**src/rtl/collision_scheduler.sv**
```systemverilog
`default_nettype none
// ============================================================================
//  Module      : collision_scheduler
//  Description : Round-robin time-sharing of one collision engine between
//                N_REQ life slots. Grants a slot, latches its coordinate and
//                size, pulses the engine start, waits for the result (with a
//                timeout) and returns the collision vector with a one-hot ack.
//  Revision    : 1.0 - initial release
// ============================================================================
module collision_scheduler #(
  parameter int N_REQ   = 10,
  parameter int CW      = 32,
  parameter int TIMEOUT = 15
) (
  input  logic                clk,
  input  logic                rst,
  input  logic [N_REQ-1:0]    req,
  input  logic [CW*N_REQ-1:0] self_coord,
  input  logic [CW*N_REQ-1:0] self_size,
  output logic                eng_start,
  output logic [CW-1:0]       eng_coord,
  output logic [CW-1:0]       eng_size,
  input  logic                eng_done,
  input  logic [3:0]          eng_collision,
  output logic [N_REQ-1:0]    ack,
  output logic [3:0]          rsp_collision,
  output logic [3:0]          rsp_id,
  output logic                rsp_timeout,
  output logic                busy
);

  typedef enum logic [1:0] {
    S_IDLE  = 2'd0,
    S_ISSUE = 2'd1,
    S_WAIT  = 2'd2,
    S_RESP  = 2'd3
  } state_t;

  localparam logic [3:0] C_TIMEOUT = 4'(TIMEOUT);
  localparam logic [3:0] C_LAST    = 4'(N_REQ - 1);

  state_t        state_q, state_d;
  logic [3:0]    rr_q, rr_d;
  logic [CW-1:0] coord_q, coord_d;
  logic [CW-1:0] size_q, size_d;
  logic [3:0]    id_q, id_d;
  logic [3:0]    col_q, col_d;
  logic          to_q, to_d;
  logic [3:0]    cnt_q, cnt_d;

  logic          w_hi_found;
  logic [3:0]    w_hi_idx;
  logic [3:0]    w_lo_idx;
  logic [3:0]    w_pick;
  logic [CW-1:0] w_sel_coord;
  logic [CW-1:0] w_sel_size;

  // Round-robin pick: lowest requester at or above rr_q, else lowest overall (wrap).
  always_comb begin
    w_hi_found = 1'b0;
    w_hi_idx   = '0;
    w_lo_idx   = '0;
    for (int i = N_REQ - 1; i >= 0; i--) begin
      if (req[i]) begin
        w_lo_idx = 4'(i);
        if (4'(i) >= rr_q) begin
          w_hi_found = 1'b1;
          w_hi_idx   = 4'(i);
        end
      end
    end
    w_pick = w_hi_found ? w_hi_idx : w_lo_idx;
  end

  // Select the picked slot's coordinate and size from the packed buses.
  always_comb begin
    w_sel_coord = '0;
    w_sel_size  = '0;
    for (int i = 0; i < N_REQ; i++) begin
      if (w_pick == 4'(i)) begin
        w_sel_coord = self_coord[i*CW +: CW];
        w_sel_size  = self_size[i*CW +: CW];
      end
    end
  end

  // Next-state logic: grant in IDLE, start in ISSUE, collect or time out in WAIT.
  always_comb begin
    state_d = state_q;
    rr_d    = rr_q;
    coord_d = coord_q;
    size_d  = size_q;
    id_d    = id_q;
    col_d   = col_q;
    to_d    = to_q;
    cnt_d   = cnt_q;
    case (state_q)
      S_IDLE: begin
        if (|req) begin
          coord_d = w_sel_coord;
          size_d  = w_sel_size;
          id_d    = w_pick;
          rr_d    = (w_pick == C_LAST) ? 4'd0 : w_pick + 4'd1;
          state_d = S_ISSUE;
        end
      end
      S_ISSUE: begin
        cnt_d   = 4'd0;
        state_d = S_WAIT;
      end
      S_WAIT: begin
        // A result arriving on the final wait cycle still beats the timeout.
        if (eng_done) begin
          col_d   = eng_collision;
          to_d    = 1'b0;
          state_d = S_RESP;
        end else if (cnt_q == C_TIMEOUT) begin
          col_d   = 4'd0;
          to_d    = 1'b1;
          state_d = S_RESP;
        end else begin
          cnt_d = cnt_q + 4'd1;
        end
      end
      S_RESP: begin
        state_d = S_IDLE;
      end
      default: begin
        state_d = S_IDLE;
      end
    endcase
  end

  // State and datapath registers with synchronous reset.
  always_ff @(posedge clk) begin
    if (rst) begin
      state_q <= S_IDLE;
      rr_q    <= '0;
      coord_q <= '0;
      size_q  <= '0;
      id_q    <= '0;
      col_q   <= '0;
      to_q    <= 1'b0;
      cnt_q   <= '0;
    end else begin
      state_q <= state_d;
      rr_q    <= rr_d;
      coord_q <= coord_d;
      size_q  <= size_d;
      id_q    <= id_d;
      col_q   <= col_d;
      to_q    <= to_d;
      cnt_q   <= cnt_d;
    end
  end

  // Output decode: start pulse, busy flag and one-hot ack in RESP.
  always_comb begin
    eng_start     = (state_q == S_ISSUE);
    busy          = (state_q != S_IDLE);
    eng_coord     = coord_q;
    eng_size      = size_q;
    rsp_id        = id_q;
    rsp_collision = col_q;
    rsp_timeout   = to_q;
    ack           = '0;
    for (int i = 0; i < N_REQ; i++) begin
      ack[i] = (state_q == S_RESP) && (id_q == 4'(i));
    end
  end

endmodule
`default_nettype wire

```
**config.mk**
```make
export PLATFORM = sky130hd
export DESIGN_NAME = collision_scheduler
export DESIGN_NICKNAME = d
export VERILOG_FILES = /design/src/rtl/collision_scheduler.sv
export SDC_FILE = /design/constraint.sdc
export NUM_CORES = 1
export LEC_CHECK = 0
export CAP_MARGIN = 10
export CORE_AREA = 2 2 289 291
export CTS_CLUSTER_SIZE = 28
export DETAILED_ROUTE_END_ITERATION = 6
export DIE_AREA = 0 0 291 293
export PLACE_DENSITY = 0.33
export SLEW_MARGIN = 20
export SYNTH_ARGS = -nofsm -noshare
export SYNTH_HDL_FRONTEND = slang
export SYNTH_SLANG_ARGS = --single-unit
```
**constraint.sdc**
```tcl
create_clock -name clk -period 2.6 [get_ports clk]
set_input_delay 0.39 -clock clk [delete_from_list [all_inputs] [get_ports clk]]
set_output_delay 0.39 -clock clk [all_outputs]
set_load 0.05 [all_outputs]
```
* After elaboration in Yosys (flattened, before gate mapping)
Index checks and enable logic that the tools add are counted.
** Word-level totals
- Flip-flop bits (word level) :: 83
- Output and inout port bits :: 85
- Word-level logic and storage cells :: 150
** Cells by class
- $add $sub $neg :: 2
- Order comparisons :: 10
- Eq/ne operators :: 26
- Mux-type cells :: 83
- Reduce and logical (&&, ||, !) cells :: 21
** Operators by type and width (number)
- $mux W32 :: 20
- $mux W4 :: 36
- $eq A4 B3 Y1 const B :: 8
- $mux W1 :: 22
- $eq A4 B4 Y1 const B :: 5
- $eq A4 B2 Y1 const B :: 4
- $ge A3 B4 Y1 const A :: 4
- $logic_and A1 B1 Y1 :: 10
- $reduce_or A10 Y1 :: 1
- $add A4 B1 Y4 const B :: 2
- $eq A4 B1 Y1 const B :: 2
- $ge A1 B4 Y1 const A :: 2
- $ge A2 B4 Y1 const A :: 2
- $ge A4 B4 Y1 const A :: 2
- $logic_not A4 Y1 :: 2
- $pmux W2 S4 :: 1
- $pmux W4 S2 :: 1
- $mux W2 :: 3
- $ne A2 B2 Y1 const B :: 3
- $reduce_and A2 Y1 :: 3
- $reduce_bool A2 Y1 :: 3
- $eq A2 B2 Y1 const B :: 2
- $ne A3 B3 Y1 const B :: 1
- $reduce_and A3 Y1 :: 1
- 2 further kinds :: 2

* Logic depth before layout (Yosys ltp)
Gate-level depths: netlist (run 1).
- Depth in word-level cells :: 33
- Depth in mapped cells :: 13
- Depth with buffers taken out :: 9

* Worst setup path after synthesis (run 1)
OpenSTA, ideal clock, no wires.
- Kind :: register to output
- From :: register id_q[2] (netlist: rsp_id[2])
- To :: output ack[4]
- Data arrival time :: 2.281 ns
- Data required time :: 2.210 ns
- Path slack :: -0.071 ns
- Stages on the path, launching flop included :: 3
- Path buffers :: 0
- Cell sequence :: dfxtp_1 nand2_1 nor4_1
** Between the ends
- Cells in the longest elaborated chain, start to end :: 2
** RTL lines
- from (decl) :: line 46 : logic [3:0] id_q, id_d;
- from (signal assigned) :: line 150 : id_q <= id_d;
- $eq A4 B3 Y1 :: line 168 : ack[i] = (state_q == S_RESP) && (id_q == 4'(i));
- $logic_and A1 B1 Y1 :: line 168
- to (decl) :: line 25 : output logic [N_REQ-1:0] ack,
No other way between the ends.

* Final worst setup path (run 1)
- From :: register rr_q[2]
- To :: register coord_q[7] (netlist: eng_coord[7])
** Between the ends
- Cells in the longest elaborated chain, start to end :: 33
- Elaborated cells on any way between the ends :: 71
** RTL lines
- from (decl) :: line 43 : logic [3:0] rr_q, rr_d;
- from (signal assigned) :: line 147 : rr_q <= rr_d;
- $ge A4 B4 Y1 :: line 66 : if (4'(i) >= rr_q) begin
- $mux W4 or $mux W1 (tied branches) :: line 66
- $mux W4 or $mux W1 (tied branches) :: line 64 : if (req[i]) begin
- $mux W4 or $mux W1 (tied branches) :: line 66
- $mux W4 or $mux W1 (tied branches) :: line 64
- $mux W4 or $mux W1 (tied branches) :: line 66
- $mux W4 or $mux W1 (tied branches) :: line 64
- $mux W4 or $mux W1 (tied branches) :: line 66
- (+9 left out)
- $mux W4 or $mux W1 (tied branches) :: line 66
- $mux W4 or $mux W1 (tied branches) :: line 64
- $mux W4 or $mux W1 (tied branches) :: line 66
- $mux W4 or $mux W1 (tied branches) :: line 64
- $mux W4 (*) :: line 72 : w_pick = w_hi_found ? w_hi_idx : w_lo_idx;
- $logic_not A4 Y1 :: line 80 : if (w_pick == 4'(i)) begin
- $mux W32 (9 in series) :: line 80
- $mux W32 (*) :: line 80
- to (signal assigned) :: line 148 : coord_q <= coord_d;
- to (decl) :: line 44 : logic [CW-1:0] coord_q, coord_d;
Mark *: on every way between the ends. The rest lies on a longest branch, timed or not.
A chain may end at the register's enable or synchronous reset.

==> run_results.csv, run 1 <==
group,metric,value,unit
worst_setup_path,cp.arrival,3.16,ns
sta,finClkSkew,0.0233,ns
synth,synth_area,8950,sq um
synth,synthArstFlopShare,0,
clock_network,clock_sinks,83,
route,drt_first_iter_violations,739,
final_layout,final_area,23700,sq um
worst_setup_path,crit_required,2.88,ns
clock_network,cts-root-buf,"clkbuf_16",
worst_setup_path,cp_max_fo,7,
worst_setup_path,cp-start-kind,"register",
synth,synth_edf_count,0,
worst_setup_path,path_buf_inv,7,
status,run_status,"finished with violations",
floorplanning,io_pins,742,
worst_setup_path,cp_slowest_cell,"a2111oi_4",
global_route,grt_usage,0.199,
final_layout,final_common_cell,"clkdlybuf4s50_1",
pwr,ir_worst_vdd,0.000599,V
synth,syn_inst,1377,
floorplanning,die_w,291,um
sta,rsz0062_at_grt,"true",
global_route,grt.met2_usage,0.353,
placement,portBuffers,741,
route,ant_nets,0,
pwr,finalPower,32.7,mW
global_route,grt_max_degree,32,
pwr,p_leak,8.86,nW
synth,yosysWarnings,0,
placement,dp_hpwl,70.1,mm
sta,setup_ws,-0.278,ns
floorplanning,dieArea,85300,sq um
route,via_count,15400,
clock_network,cts_tree,"built",
floorplanning,row_count,105,
synth,avgSynthCellArea,6.50,sq um
clock_network,numCtsBuffers,9,
sta,setup-violations-final,63,
sta,slew_headroom,0.537,
global_route,grt_pass1_wl,121,mm
global_route,antenna_found_initial,22,
sta,tightest_slew,0.694,ns
synth,yosysUniqueCellTypes,76,
final_layout,num-nets-final,3038,
floorplanning,initial_core_util,0.109,
global_route,grt_pass1_vias,15800,
min_path,min_path_type,"in2reg",
final_layout,nFillCells,8707,
synth,ys_seq_elements,83,
clock_network,clockBufferDepth,2,
sta,period_share,1.11,
final_layout,syn_to_final_growth,165,%
sta,hold_viol_final,0,
floorplanning,core_area,81800,sq um
placement,place_area,19500,sq um
synth,synth.yosys.seq_area_share,0.186,
route,wl_per_cell,26.7,um
worst_setup_path,end_kind,"register",
worst_setup_path,path_cells,"buf_6 > a2111oi_4 > a2111oi_4 > buf_4 > and3_4 > buf_6 > buf_6 > nor3_4 > buf_6 > nand3_4 > buf_12 > clkbuf_16 > o21ai_1 > a31oi_2 > o21a_1",
global_route,grt.overflow.total,0,
route,drt-total-wl,92.5,mm
sta,whs,0.404,ns
floorplanning,die_y,293,um
final_layout,drive_gt1_frac,0.301,
clock_network,clk_pin_slew_worst_paths,0.10,ns
synth,synthFlopType,"dfxtp_1",
status,violations,"setup timing",
clock_network,ctsHoldBuffers,0,
worst_setup_path,path_delay_family,"buffers and inverters",
synth,synth_fp_nets,2039,
global_route,use_met1,0.245,
clock_network,htreeDepth,3,
route,remaining_drc_errors,0,
sta,post-route-min-period,2.88,ns
pwr,power_density,1380,nW/um^2
run,maxCapViolations,0,
worst_setup_path,cpMostUsedCell,"buf_6",
clock_network,clock_latency,0.40,ns
placement,finalWeightedCongestion,0.899,
sta,report.final.slew_viol_count,0,
route,first_pass_iters,6,
global_route,grt_busiest_layer,"met2",
worst_setup_path,critical_path.max_stage_delay,0.41,ns
sta,clock.fmax,347,MHz
global_route,grt.met3_usage,0.0395,
final_layout,layout_common_cells,"clkdlybuf4s50_1 (718), nand2_1 (241), buf_4 (203), nor2_1 (124), dfxtp_1 (79)",
worst_setup_path,crit_type,"reg2reg",
route,vias_per_cell,4.45,
-- sequential cells by signal, summed over array words and instances (netlist names) --
register	cells
rsp_id	4
rsp_collision	4
rsp_timeout	1
rr_q	4
cnt_q	4
eng_coord	32
state_q	2
eng_size	32
-- path summary, 6_finish.rpt --
check | startpoint | cells after the start | end | slack, ns
setup / recovery | rr_q[2] | 15 | eng_coord[7] | -0.28
setup reg to reg | rr_q[2] | 15 | eng_coord[7] | -0.28
hold reg to reg | eng_coord[18] | 2 | eng_coord[18] | 0.46
hold / removal | rst | 3 | rsp_id[2] | 0.40
-- kinds of logic (layout without fill, tap and decap cells) --
kind of cell             Yosys count  after routing  share of synthesized area
AND/OR/NAND/NOR                  556            558                      0.267
AO/OA/AOI/OAI                    534            534                      0.390
adder cells (fa/ha/maj)            5              5                    0.00699
multiplexers                      66             66                     0.0756
other                              0             16                          0
flip-flops                        83             83                      0.186
buffers and inverters            133           1135                     0.0750
-- final cells by class --
| cell class | count | area (sq um) | area share |
|---|---|---|---|
| Antenna cell | 16 | 40.0 | 0.00169 |
| Clock buffer | 9 | 225 | 0.00949 |
| Clock inverter | 7 | 68.8 | 0.00290 |
| Inverter | 10 | 37.5 | 0.00158 |
| Multi-Input combinational cell | 1163 | 8520 | 0.359 |
| Sequential cell | 83 | 1680 | 0.0706 |
| Tap cell | 1070 | 1340 | 0.0564 |
| Timing Repair Buffer | 1109 | 11800 | 0.498 |
-- report_power, final --
part | switching (mW) | total, mW | leakage [nW] | internal, mW
Sequential | 0.336 | 2.03 | 0.686 | 1.69
Clock | 0.865 | 1.55 | 0.140 | 0.686
Combinational | 15.2 | 29.2 | 8.03 | 14.0
-- metal layers --
layer	up-vias	share of wire	wire, um
met5	-	0.00050	46
met2	581	0.50	46400
li1	7139	-	-
met1	7615	0.42	39000
met3	80	0.058	5350
met4	8	0.018	1650
-- synth_stat cells (8+ instances only) --
| master | instances | share of area |
|---|---|---|
| a211oi_1 | 10 | 0.0084 |
| buf_4 | 10 | 0.0084 |
| a221oi_1 | 11 | 0.011 |
| nor3_1 | 40 | 0.022 |
| o21ai_1 | 52 | 0.029 |
| nand2b_1 | 8 | 0.0056 |
| buf_6 | 9 | 0.011 |
| nand2_1 | 285 | 0.12 |
| o21ai_0 | 108 | 0.060 |
| nand3_1 | 43 | 0.024 |
| a22oi_1 | 25 | 0.021 |
| a31oi_1 | 67 | 0.047 |
| nor2_1 | 137 | 0.057 |
| o22ai_1 | 37 | 0.026 |
| dfxtp_1 | 83 | 0.19 |
| o21a_1 | 15 | 0.013 |
| buf_2 | 51 | 0.029 |
| o31ai_1 | 29 | 0.024 |
| mux2i_1 | 53 | 0.059 |
| clkbuf_1 | 46 | 0.019 |
| o221ai_1 | 26 | 0.025 |
| a32oi_1 | 12 | 0.012 |
| inv_1 | 10 | 0.0042 |
| mux2_2 | 13 | 0.016 |
| a21oi_1 | 87 | 0.049 |
-- worst reg2reg max path, cell delays in order, from the launching register on --
cell,delay [ns]
dfxtp_4,0.39
buf_6,0.14
a2111oi_4,0.41
a2111oi_4,0.06
buf_4,0.16
and3_4,0.15
buf_6,0.12
buf_6,0.11
nor3_4,0.19
buf_6,0.13
nand3_4,0.10
buf_12,0.16
clkbuf_16,0.16
o21ai_1,0.19
a31oi_2,0.09
o21a_1,0.19
-- stage by stage --
stage / setup TNS [ns] / cells / utilization / setup slack (ns)
global route: -14.24 / 3465 / 0.290 / -0.358
CTS: -8.34 / 3392 / 0.263 / -0.215
global placement: -59.34 / 3307 / 0.238 / -1.04
detailed placement: -59.09 / 3307 / 0.238 / -1.10
finish: -7.50 / 3467 / 0.290 / -0.278
floorplan: 0 / 1377 / - / 0.0483
-- timing repair --
item | 4_1_cts | 5_1_grt
endpoints found under the setup margin | 73 | 69
endpoints found under the hold margin | 0 | 0
buffers inserted | 66 | 55
pin swaps | 107 | 161
gates cloned | 8 | 16
gates resized for setup | 244 | 334
No activity file was read; power rests on OpenSTA's default activity.
==> run 2: changes to the inputs <==
Settings changed: MAX_ROUTING_LAYER set to met4, SKIP_LAST_GASP set to 1.
==> run_results.csv, run 2 (synthesized netlist as in run 1, its figures left out) <==
group,metric,value,unit
status,run_status,"finished with violations",
status,violations,"setup timing",
pwr,p_leak,8.61,nW
floorplanning,row_count,105,
sta,period_share,1.09,
run,maxCapViolations,0,
worst_setup_path,cp_max_fo,6,
sta,post-route-min-period,2.83,ns
placement,place_area,19400,sq um
clock_network,cts-root-buf,"clkbuf_16",
worst_setup_path,end_kind,"register",
floorplanning,dieArea,85300,sq um
floorplanning,die_w,291,um
worst_setup_path,crit_required,2.94,ns
worst_setup_path,path_buf_inv,2,
min_path,min_path_type,"in2reg",
pwr,power_density,1360,nW/um^2
final_layout,multi_input_area,7950,sq um
final_layout,nFillCells,8854,
clock_network,cts_tree,"built",
worst_setup_path,cp-start-kind,"register",
final_layout,num-nets-final,3031,
sta,rsz0062_at_grt,"true",
route,ant_nets,0,
clock_network,clock_sinks,83,
sta,whs,0.401,ns
worst_setup_path,cp.arrival,3.16,ns
sta,setup_ws,-0.226,ns
pwr,ir_worst_vdd,0.000505,V
route,wl_per_cell,26.5,um
route,drt_first_iter_violations,707,
route,via_count,15200,
global_route,grt.overflow.total,0,
sta,hold_viol_final,0,
sta,clock.fmax,354,MHz
clock_network,clk_pin_slew_worst_paths,0.09,ns
global_route,grt_usage,0.213,
floorplanning,core_area,81800,sq um
route,vias_per_cell,4.38,
floorplanning,io_pins,742,
sta,tightest_slew,0.713,ns
route,first_pass_iters,5,
worst_setup_path,path_cells,"nand2_4 > o211a_4 > a2111oi_4 > buf_4 > o211ai_4 > buf_6 > a221oi_4 > a32oi_1 > o221a_2 > o221ai_2 > a22o_1",
route,remaining_drc_errors,0,
worst_setup_path,crit_type,"reg2reg",
sta,setup-violations-final,65,
route,drt-total-wl,92.3,mm
sta,slew_headroom,0.523,
worst_setup_path,cp_slowest_cell,"dfxtp_4",
final_layout,seq_area,1670,sq um
clock_network,ctsHoldBuffers,0,
worst_setup_path,path_delay_family,"compound AO/OA/AOI/OAI gates",
global_route,grt_pass1_wl,125,mm
sta,finClkSkew,0.0113,ns
final_layout,drive_gt1_frac,0.261,
floorplanning,die_y,293,um
floorplanning,initial_core_util,0.109,
global_route,grt_pass1_vias,16100,
sta,setup_tns,-5.76,ns
final_layout,layout_common_cells,"clkdlybuf4s50_1 (719), nand2_1 (276), buf_4 (212), nor2_1 (124), dfxtp_1 (79)",
global_route,antenna_found_initial,36,
pwr,finalPower,31.5,mW
clock_network,clock_latency,0.39,ns
final_layout,syn_to_final_growth,158,%
clock_network,numCtsBuffers,9,
clock_network,clockBufferDepth,2,
final_layout,final_common_cell,"clkdlybuf4s50_1",
final_layout,final_area,23100,sq um
placement,dp_hpwl,70.6,mm
placement,portBuffers,741,
clock_network,htreeDepth,3,
worst_setup_path,critical_path.max_stage_delay,0.40,ns
placement,finalWeightedCongestion,0.893,
global_route,grt_max_degree,25,
sta,report.final.slew_viol_count,0,
## run 2: changes by cell type in the layout (fill, tap and decap cells not counted), sizes merged, moves of 2 or more
cell,change
diode,+18
clkbuf,-8
clkdlybuf4s15,+2
dlygate4sd2,-2
## run 2: area by class of cell
class | instances | share of cell area
repair buffers | 1103 | 0.508
diodes | 34 | 0.00368
clock buffers | 9 | 0.00975
well taps | 1070 | 0.0580
clock inverters | 7 | 0.00287
flip-flops and latches | 83 | 0.0724
inverters | 10 | 0.00162
multi-input cells | 1162 | 0.344
## run 2: worst paths after layout
| path | startpoint | end | slack (ns) | depth (start not counted) |
|---|---|---|---|---|
| setup / recovery | rr_q[0] | eng_coord[6] | -0.23 | 11 |
| hold / removal | rst | rr_q[3] | 0.40 | 3 |
| setup reg to reg | rr_q[0] | eng_coord[6] | -0.23 | 11 |
| hold reg to reg | eng_coord[18] | eng_coord[18] | 0.46 | 2 |
## run 2: report_power, final
group	internal, mW	total (mW)	switching, mW	leakage (nW)
logic	13.5	28.0	14.5	7.79
registers	1.69	2.00	0.314	0.685
clock network	0.681	1.51	0.831	0.139
total	15.8	31.5	15.7	8.61
## run 2: worst register-to-register path, cell delays in order (launching register included)
cell       delay, ns
dfxtp_4         0.40
nand2_4         0.07
o211a_4         0.26
a2111oi_4       0.38
buf_4           0.20
o211ai_4        0.11
buf_6           0.16
a221oi_4        0.39
a32oi_1         0.11
o221a_2         0.35
o221ai_2        0.17
a22o_1          0.17
## run 2: per-stage QoR
| stage | util | cells | worst slack [ns] |
|---|---|---|---|
| detailed placement | 0.238 | 3303 | -1.01 |
| global placement | 0.238 | 3303 | -0.999 |
| global route | 0.282 | 3477 | -0.333 |
| finish | 0.282 | 3478 | -0.226 |
| CTS | 0.270 | 3409 | -0.151 |
| floorplan | - | 1377 | 0.0483 |
## run 2: routing by layer
metal / track usage / part of all wire
met5: - / 0
met4: 0.0738 / 0.024
met3: 0.0482 / 0.056
met2: 0.359 / 0.50
met1: 0.249 / 0.42
## run 2: repair_timing
| action | 4_1_cts | 5_1_grt |
|---|---|---|
| pin swaps | 102 | 69 |
| setup buffers | 75 | 39 |
| resized for setup | 280 | 138 |
| gates cloned | 18 | 6 |
| hold endpoints to repair | 0 | 0 |
| endpoints found under the setup margin | 72 | 65 |
